`src/rtl/reorder_buffer.sv`:
```
// reorder_buffer: 16-entry circular reorder buffer for the Tomasulo core.
// Allocates rename tags at issue, captures CDB results, and retires one
// instruction per cycle in program order. Retirement drives the register
// file commit port, releases stores to the LSB, and raises the pipeline
// flush when a mispredicted branch reaches the head.
module reorder_buffer #(
    parameter int ROB_ADDR_W = 4
) (
    input  logic                  clk,
    input  logic                  rst,
    input  logic                  rdy,
    input  logic                  issue_valid,
    input  logic [1:0]            issue_type,
    input  logic [4:0]            issue_rd,
    output logic [ROB_ADDR_W-1:0] issue_id,
    output logic                  rob_full,
    input  logic                  cdb_valid,
    input  logic [ROB_ADDR_W-1:0] cdb_id,
    input  logic [31:0]           cdb_value,
    input  logic                  cdb_mispredict,
    input  logic [31:0]           cdb_target,
    output logic                  register_update_flag,
    output logic [4:0]            register_commit_dest,
    output logic [31:0]           register_commit_value,
    output logic [ROB_ADDR_W-1:0] rename_of_commit_ins,
    output logic                  store_commit_flag,
    output logic [ROB_ADDR_W-1:0] store_commit_id,
    output logic                  flush_flag,
    output logic [31:0]           flush_pc
);

    localparam int                  DEPTH    = 1 << ROB_ADDR_W;
    localparam logic [ROB_ADDR_W:0] C_FULL   = (ROB_ADDR_W + 1)'(DEPTH);
    localparam logic [1:0]          T_REG    = 2'd0;
    localparam logic [1:0]          T_STORE  = 2'd1;
    localparam logic [1:0]          T_BRANCH = 2'd2;

    logic [DEPTH-1:0]      r_busy;
    logic [DEPTH-1:0]      r_ready;
    logic [DEPTH-1:0]      r_mis;
    logic [1:0]            r_type   [DEPTH];
    logic [4:0]            r_rd     [DEPTH];
    logic [31:0]           r_value  [DEPTH];
    logic [31:0]           r_target [DEPTH];
    logic [ROB_ADDR_W-1:0] r_head;
    logic [ROB_ADDR_W-1:0] r_tail;
    logic [ROB_ADDR_W:0]   r_count;

    logic       w_commit;
    logic       w_flush;
    logic       w_issue;
    logic       w_cdb_hit;
    logic [1:0] w_head_type;
    logic [1:0] w_issue_type;

    // Commit and full decisions all use pre-edge state; a flush swallows
    // any issue or CDB write arriving on the same edge.
    assign w_head_type  = r_type[r_head];
    assign w_commit     = rdy && r_busy[r_head] && r_ready[r_head];
    assign w_flush      = w_commit && (w_head_type == T_BRANCH) && r_mis[r_head];
    assign w_issue      = rdy && issue_valid && (r_count != C_FULL) && !w_flush;
    assign w_cdb_hit    = rdy && cdb_valid && r_busy[cdb_id] && !w_flush;
    assign w_issue_type = (issue_type == 2'd3) ? T_REG : issue_type;

    assign issue_id = r_tail;
    assign rob_full = (r_count == C_FULL);

    // Occupancy bookkeeping: busy/ready flags, head/tail pointers and count.
    always_ff @(posedge clk or posedge rst) begin
        if (rst) begin
            r_busy  <= '0;
            r_ready <= '0;
            r_head  <= '0;
            r_tail  <= '0;
            r_count <= '0;
        end else if (w_flush) begin
            r_busy  <= '0;
            r_ready <= '0;
            r_head  <= '0;
            r_tail  <= '0;
            r_count <= '0;
        end else begin
            if (w_cdb_hit) begin
                r_ready[cdb_id] <= 1'b1;
            end
            if (w_commit) begin
                r_busy[r_head]  <= 1'b0;
                r_ready[r_head] <= 1'b0;
                r_head          <= r_head + 1'b1;
            end
            if (w_issue) begin
                r_busy[r_tail]  <= 1'b1;
                r_ready[r_tail] <= 1'b0;
                r_tail          <= r_tail + 1'b1;
            end
            case ({w_issue, w_commit})
                2'b10:   r_count <= r_count + 1'b1;
                2'b01:   r_count <= r_count - 1'b1;
                default: r_count <= r_count;
            endcase
        end
    end

    // Entry payload; only read while the entry is busy and ready, so no reset.
    always_ff @(posedge clk) begin
        if (w_issue) begin
            r_type[r_tail] <= w_issue_type;
            r_rd[r_tail]   <= issue_rd;
            r_mis[r_tail]  <= 1'b0;
        end
        if (w_cdb_hit) begin
            r_value[cdb_id]  <= cdb_value;
            r_mis[cdb_id]    <= cdb_mispredict;
            r_target[cdb_id] <= cdb_target;
        end
    end

    // Registered commit outputs; flags pulse for one cycle, payloads hold.
    always_ff @(posedge clk or posedge rst) begin
        if (rst) begin
            register_update_flag  <= 1'b0;
            register_commit_dest  <= '0;
            register_commit_value <= '0;
            rename_of_commit_ins  <= '0;
            store_commit_flag     <= 1'b0;
            store_commit_id       <= '0;
            flush_flag            <= 1'b0;
            flush_pc              <= '0;
        end else begin
            register_update_flag <= 1'b0;
            store_commit_flag    <= 1'b0;
            flush_flag           <= 1'b0;
            if (w_commit) begin
                if ((w_head_type == T_REG || w_head_type == T_BRANCH) && r_rd[r_head] != 5'd0) begin
                    register_update_flag  <= 1'b1;
                    register_commit_dest  <= r_rd[r_head];
                    register_commit_value <= r_value[r_head];
                    rename_of_commit_ins  <= r_head;
                end
                if (w_head_type == T_STORE) begin
                    store_commit_flag <= 1'b1;
                    store_commit_id   <= r_head;
                end
                if (w_flush) begin
                    flush_flag <= 1'b1;
                    flush_pc   <= r_target[r_head];
                end
            end
        end
    end

endmodule
```
`config.mk`:
```
export PLATFORM = sky130hd
export DESIGN_NAME = reorder_buffer
export DESIGN_NICKNAME = d
export VERILOG_FILES = /design/src/rtl/reorder_buffer.sv
export SDC_FILE = /design/constraint.sdc
export NUM_CORES = 1
export LEC_CHECK = 0
export BUFFER_PORTS_ARGS = -buffer_cell sky130_fd_sc_hd__buf_2
export CAP_MARGIN = 15
export CORE_MARGIN = 3
export CORE_UTILIZATION = 45
export DETAILED_ROUTE_END_ITERATION = 6
export GPL_TIMING_DRIVEN = 0
export PLACE_DENSITY = 0.75
export SYNTH_ARGS = -nofsm -noshare
export SYNTH_HDL_FRONTEND = slang
export SYNTH_SLANG_ARGS = --single-unit
```
`constraint.sdc`:
```
create_clock -name clk -period 12.4 [get_ports clk]
set_input_delay 2.48 -clock clk [delete_from_list [all_inputs] [get_ports clk]]
set_output_delay 2.48 -clock clk [all_outputs]
set_load 0.01 [all_outputs]
```
==> metrics.md, run 1 <==
| Metric | Value |
|---|---|
| Initial DRT Pass Iterations | `7` |
| Leak | `roughly 20 nW` |
| NumNets Final | `about 2.7k` |
| Area delta synth->final | `17.86%` |
| Max Cap Viol | `0` |
| Initial core utilization | `0.4564` |
| Switching share of power | `0.2745` |
| Initial antenna violation count | `20` |
| Hold Path Stages | `2` |
| Clk pin slew, worst setup/hold paths | `~60 ps` |
| Register share of total power | `0.434` |
| Min Tclk post-route | `approximately 5600 ps` |
| Core footprint | `107800 um^2` |
| Worst-skew pair later-pin latency | `approximately 700 ps` |
| Row count | `120` |
| Die Area | `roughly 110000 um^2` |
| Setup violators final | `0` |
| Top Ports | `about 170` |
| GRT overflow | `0` |
| Synth Area in Simple Gates | `0.02134` |
| Post_cts resized | `0` |
| Worst vdd ir | `~140 uV` |
| Final Non-Filler Cells | `4145` |
| Hold wc startpoint | `r_mis[9]` |
| Die W | `approximately 340 um` |
| Most frequent cells in the layout | `edfxtp_1 (1136), mux4_2 (362), buf_2 (198), nand2_1 (135), dfrtp_1 (125)` |
| Flop and latch count out of synthesis | `1277` |
| P_sw | `approximately 0.0032 W` |
| Yosys cell types | `55` |
| Final-report max-slew violation count | `0` |
| XOR/XNOR share of the synthesized area | `0.0008901` |
| Dpl hpwl | `between 80 and 90 mm` |
| Final WL | `about 130 mm` |
| Vias in the first global route | `about 26k` |
| Drt drc | `2` |
| Largest net degree at the start of global routing | `73` |
| Root buffer cell | `clkbuf_16` |
| Antenna viol nets, final | `0` |
| Commonest non-fill, non-tap cell in the layout | `edfxtp_1` |
| Worst R2R Path Depth | `13` |
| GRT Overall Usage | `0.2234` |
| Run status | `complete, but fails checks` |
| Ys Warns | `0` |
| Reg-to-Reg Start | `r_head[0]` |
| Final Total Pwr | `0.01154 W` |
| 1st-iter DRT viols | `3295` |
| DP Cell Count | `3900` |
| Worst R2R Setup Slack | `about 7300 ps` |
| Buffers on Ports | `between 150 and 200` |
| Layout cells sized above 1 | `0.3475` |
| Tcrit/Tclk final | `0.4522` |
| Via-to-Cell Ratio | `approximately 6` |
| # clock sinks | `between 1k and 1.5k` |
| Clock Path Buffers | `3` |
| CTS tree | `built` |
| Crit path kind | `primary input to flip-flop` |
| RSZ-0062 raised after global routing | `false` |
| Synth Area in Compound Gates | `0.01495` |
| Via Count | `between 20k and 30k` |
| Reg-to-reg endpoint | `r_rd[15][0]` |
| Asr flop ratio synth | `0.09789` |
| Largest family of logic cells by synthesized area | `multiplexers` |
| Post-CTS Hold Fix Bufs | `0` |
| Post-Synthesis Cells | `between 2k and 2.5k` |
| Least-Margin Pin Slew | `roughly 1200 ps` |
| Rel. slew slack | `0.1781` |
| Final GP Congestion | `roughly 0.85` |
| Startpoint Class | `primary input` |
| First-pass GRT wire length | `roughly 180 mm` |
| WL/cell | `a little over 30 um` |
| Worst EP arrival | `around 6000 ps` |
| Critical path fanouts, max | `10` |
| Most used DFF post-synth | `edfxtp_1` |
| Hold Path Class | `flip-flop to flip-flop` |
| Crit path required time | `around 13000 ps` |
| # Post-CTS Setup Buffers | `0` |
| Clock power frac | `0.320` |
| Post-synth EDFFs | `1136` |
| Power per cell area | `199.0 nW/um^2` |
| Critical Path Sink Type | `flip-flop` |
| Cell Int Power | `around 0.0084 W` |
| Post-Route Utilization | `0.5379` |
| Synthesized cell area | `49200 um^2` |
| Die height | `between 300 and 400 um` |
| Final worst clock skew | `37.37 ps` |
| Gate power share | `0.246` |
| Fmax | `about 0.18 GHz` |
| Net Count, Synth | `roughly 2.3k` |
| Hold-critical path endpoint | `r_mis[9]` |
| CTS Buf Count | `~120` |
| Final hold violations | `0` |
| Fraction of synthesized area in multiplexers | `0.1835` |
| Htree depth | `3` |
| Failing checks | `DRC` |
| Mean area per synthesized cell | `about 22 um^2` |
| Synth Area in Adders | `0.002543` |
| Register area share after synthesis | `0.7634` |
-- power by group through the flow --
stage          combinational (W)  clock (W)  sequential (W)
2_1_floorplan            0.00190          0         0.00508
6_report                 0.00284    0.00369         0.00501
3_5_place_dp             0.00281          0         0.00509
3_3_place_gp             0.00270          0         0.00509
5_1_grt                  0.00301    0.00390         0.00502
4_1_cts                  0.00284    0.00373         0.00500
-- cells by family after synthesis --
family	count (synthesis)
DFF	1277
muxes	418
and+or+nand+nor	244
buffers and inverters	138
AOI/OAI and AO/OA	109
adders and majority gates	10
xor gates and xnor gates	5
-- metal layers --
metal	track usage	wire length (um)	vias to the layer above
met5	0	85	-
met4	0.07386	4332	14
met3	0.05478	12310	308
met2	0.3783	64350	1538
met1	0.2850	45300	13250
li1	-	-	10050
-- per-stage QoR --
stage / TNS, ps / hold WS, ps / setup WS [ps] / area (um^2)
finish: 0 / 466.8 / 6793 / 57990
global route: 0 / 493.4 / 6659 / 57960
CTS: 0 / 465.4 / 6812 / 57840
detailed placement: 0 / 455.6 / 6102 / 53830
global placement: -3122490 / 449.7 / -9114 / 51780
floorplan: 0 / 432.8 / 1235 / 49200
-- area by class of cell --
type	instances	area (um^2)
Multi-Input combinational cell	786	11180
Sequential cell	1277	37560
Clock inverter	55	651.9
Inverter	24	95.09
Buffer	114	569.3
Timing Repair Buffer	305	2795
Antenna cell	11	27.53
Clock buffer	170	3351
Fill cell	7864	49820
Tap cell	1403	1755
-- critical path, cell delays in order --
cell,delay [ps]
buf_2,140
o211ai_1,100
o22ai_1,340
and2_1,200
buf_2,440
nand2_1,370
inv_1,300
clkbuf_1,500
clkbuf_1,700
nor3_2,350
-- cell usage after synthesis (all sizes together), types with 16 or more instances --
library cell,n,area (um^2)
o21ai,41,205.2
mux2,42,619.3
nand2,135,506.7
clkbuf,66,247.7
nor3,16,80.08
inv,24,90.08
mux4,369,8337
buf,48,321.6
edfxtp,1136,34110
dfxtp,16,320.3
nand3,17,85.08
nor2,43,161.4
dfrtp,125,3128
-- registers in the layout, indices dropped and copies added (netlist names) --
name                   flops
flush_flag                 1
flush_pc                  32
issue_id                   4
r_busy                    16
r_count                    5
r_head                     4
r_mis                     16
r_rd                      80
r_ready                   16
r_target                 512
r_type                    32
r_value                  512
register_commit_dest       5
register_commit_value     32
register_update_flag       1
rename_of_commit_ins       4
store_commit_flag          1
store_commit_id            4
-- worst max-delay path by stage --
| stage | from | end | slack [ps] | depth (start not counted) |
|---|---|---|---|---|
| after floorplan | cdb_id[0] | r_mis[12] | 1240 | 4 |
| after global placement | cdb_id[0] | r_mis[12] | -9110 | 5 |
| after detailed placement | rdy | r_rd[15][0] | 6100 | 10 |
| after CTS | rdy | r_rd[15][0] | 6810 | 10 |
| after global routing | rdy | r_rd[15][0] | 6660 | 10 |
| final | rdy | r_rd[15][0] | 6790 | 10 |
Note: power is estimated with default switching activity, not from simulation.
==> run 2, diff against run 1 <==
--- a/config.mk
+++ b/config.mk
@@ -11,7 +11,7 @@
 export CORE_UTILIZATION = 45
 export DETAILED_ROUTE_END_ITERATION = 6
 export GPL_TIMING_DRIVEN = 0
-export PLACE_DENSITY = 0.75
+export PLACE_DENSITY = 0.73
 export SYNTH_ARGS = -nofsm -noshare
 export SYNTH_HDL_FRONTEND = slang
 export SYNTH_SLANG_ARGS = --single-unit
==> constraint.sdc (replaced) <==
create_clock -name clk -period 5.26 [get_ports clk]
set_input_delay 1.052 -clock clk [delete_from_list [all_inputs] [get_ports clk]]
set_output_delay 1.052 -clock clk [all_outputs]
set_load 0.01 [all_outputs]
==> run 2 against run 1 <==
The flow now finishes without violations. Wire length shrank 0.70%. Non-clock buffer count is 22 lower. Die area stayed put. Register-to-register slack worse by 7100 ps. Flip-flop and latch count did not move. Combinational power is 130% higher. Setup slack got worse by 6600 ps. Hold slack lost 6.9 ps. Sequential share of layout area is 0.11 points lower. Final cell count shrank 0.72%. Via count is 0.89% lower. Critical endpoint is now r_value[14][4].
==> metrics.md, run 2 (synthesis results as in run 1) <==
| Metric | Value |
|---|---|
| Area delta synth->final | `18.06%` |
| # Post-CTS Setup Buffers | `0 (unchanged)` |
| Tcrit/Tclk final | `0.9672` |
| CTS tree | `built` |
| Commonest non-fill, non-tap cell in the layout | `edfxtp_1` |
| Worst vdd ir | `290.0 uV (+110%)` |
| Final setup margin | `172.8 ps (-6620 ps)` |
| Grt met1 use | `0.2927 (+0.007706)` |
| Rel. slew slack | `0.1824 (+0.004298)` |
| Row count | `120 (unchanged)` |
| GRT Overall Usage | `0.2232 (about the same)` |
| Via Count | `24.94k (-0.89%)` |
| RSZ-0062 raised after global routing | `false` |
| Critical Path Sink Type | `flip-flop` |
| Hold Path Class | `primary input to asynchronous set/reset pin` |
| Final GP Congestion | `0.8800 (+3.8%)` |
| Worst R2R Setup Slack | `170 ps (-7130 ps)` |
| Vias in the first global route | `25.61k (-0.99%)` |
| Buffers on Ports | `165 (unchanged)` |
| Dpl hpwl | `82.77 mm (-1.7%)` |
| NumNets Final | `2693 (-0.88%)` |
| CTS Buf Count | `116 (-1.7%)` |
| Clk pin slew, worst setup/hold paths | `60 ps (about the same)` |
| # clock sinks | `1277 (unchanged)` |
| Post_cts resized | `0 (unchanged)` |
| Drt drc | `0 (-2)` |
| GRT overflow | `0 (unchanged)` |
| Worst setup startpoint | `r_head[3]` |
| Critical path's largest stage delay | `990 ps (+290 ps)` |
| Htree depth | `3 (unchanged)` |
| Initial core utilization | `0.4564 (unchanged)` |
| Most frequent cells in the layout | `edfxtp_1 (1136), mux4_2 (362), buf_2 (192), nand2_1 (135), dfrtp_1 (125)` |
| Layout cells sized above 1 | `0.3428 (-0.004656)` |
| Least-Margin Pin Slew | `1226 ps (-6.448 ps)` |
| Core footprint | `107800 um^2 (unchanged)` |
| Initial antenna violation count | `21 (+5.0%)` |
| Final hold violations | `0 (unchanged)` |
| Post-CTS Hold Fix Bufs | `0 (unchanged)` |
| Via-to-Cell Ratio | `6.060 (-0.17%)` |
| Die W | `336.7 um (unchanged)` |
| Die Area | `113300 um^2 (unchanged)` |
| Worst slack at placement | `55.69 ps (-6047 ps)` |
| Most used routing layer | `met2` |
| First-pass GRT wire length | `181.6 mm (-0.18%)` |
| 1st-iter DRT viols | `3277 (-0.55%)` |
| Setup violators final | `0 (unchanged)` |
| Leak | `19.57 nW (-0.35%)` |
| Root buffer cell | `clkbuf_16` |
| WL/cell | `30.50 um (about the same)` |
| Clock Path Buffers | `3 (unchanged)` |
| Run status | `complete, no violations` |
| Crit path required time | `5630 ps (-7120 ps)` |
| Max Cap Viol | `0 (unchanged)` |
| Worst-skew pair later-pin latency | `680 ps (-30 ps)` |
| Antenna viol nets, final | `0 (unchanged)` |
| Crit path kind | `flip-flop to flip-flop` |
| Final worst clock skew | `22.33 ps (-15.05 ps)` |
| Reg-to-Reg Start | `r_head[3]` |
| Top Ports | `166 (unchanged)` |
| CP cell instances | `buf_2, clkbuf_1, nor2b_1, a22o_1, nor2_1, and3_1, buf_4, clkbuf_1, a211oi_4, buf_8, buf_8, buf_8` |
| Critical path fanouts, max | `12 (+2)` |
| GR met3 Demand/Resource | `0.04690 (-0.007874)` |
| Largest registers | `r_target x512, r_value x512, r_rd x80` |
| Worst EP arrival | `5460 ps (-500 ps)` |
| Most Frequent Cell on Critical Path | `buf_8` |
| Final Total Pwr | `0.02719 W (+140%)` |
| Min Tclk post-route | `around 5000 ps` |
| Final-report max-slew violation count | `0 (unchanged)` |
| Die height | `336.7 um (unchanged)` |
| Fmax | `between 0.15 and 0.2 GHz` |
| Initial DRT Pass Iterations | `6 (-1)` |
| CP max stage cell | `a211oi_4` |
| Post-Route Utilization | `0.5388 (+0.0009280)` |
| Worst R2R Path Depth | `12 (-1)` |
| Power per cell area | `468.0 nW/um^2 (+140%)` |
| Reg-to-reg endpoint | `r_value[14][4]` |
| Largest net degree at the start of global routing | `79 (+8.2%)` |
| Setup TNS | `0 ps (unchanged)` |
| Final WL | `125.5 mm (-0.70%)` |
| Startpoint Class | `flip-flop` |
| Met2 Use GR | `0.3746 (-0.003670)` |
run 2: changes by cell type in the layout (fill, tap and decap cells not counted), sizes merged:
cell and change:
buf -22, bufinv +5, clkbuf -25, clkdlybuf4s15 +1, clkinv +5, clkinvlp +3
inv +3
run 2: report_power, final:
part | internal (W) | switching [W]
Sequential | 0.0115 | 0.000300
Clock | 0.00505 | 0.00369
Combinational | 0.00322 | 0.00343
run 2: routing by layer:
metal / up-vias / share of wire
met2: 1312 / 0.51
met5: - / 0.00068
met3: 253 / 0.084
met4: 12 / 0.033
li1: 10020 / -
met1: 13340 / 0.38
run 2: worst max-delay path, delay by kind of cell, from the launching register on:
family / cells / cell delay (ps)
compound gates: 2 / 1260
simple gates: 3 / 1070
buf+inv: 7 / 2080
flops: 1 / 320
run 2: final cells by class:
class	count	area [um^2]
fill	7894	49720
sequential	1277	37560
multi-input combinational	786	11220
clock buffer	146	3127
timing repair buffer	284	2892
tap	1403	1755
clock inverter	71	833.3
buffer	113	571.8
inverter	24	95.09
antenna	11	27.53
run 2: worst max-delay path by stage:
stage	slack, ps	cells after the start	to
after floorplan	-2230	10	r_mis[9]
after global placement	-9820	10	r_mis[9]
after detailed placement	60	11	r_rd[15][4]
after CTS	30	11	r_rd[15][3]
after global routing	140	12	r_value[14][4]
final	170	12	r_value[14][4]
run 2: through the flow:
step | instance area [um^2] | hold WS (ps) | instances
floorplan | 49300 | 432.8 | 2201
global placement | 51880 | 448.2 | 3769
detailed placement | 53990 | 458.5 | 3881
CTS | 57950 | 460.5 | 4098
global route | 58070 | 489.5 | 4108
finish | 58090 | 459.9 | 4115
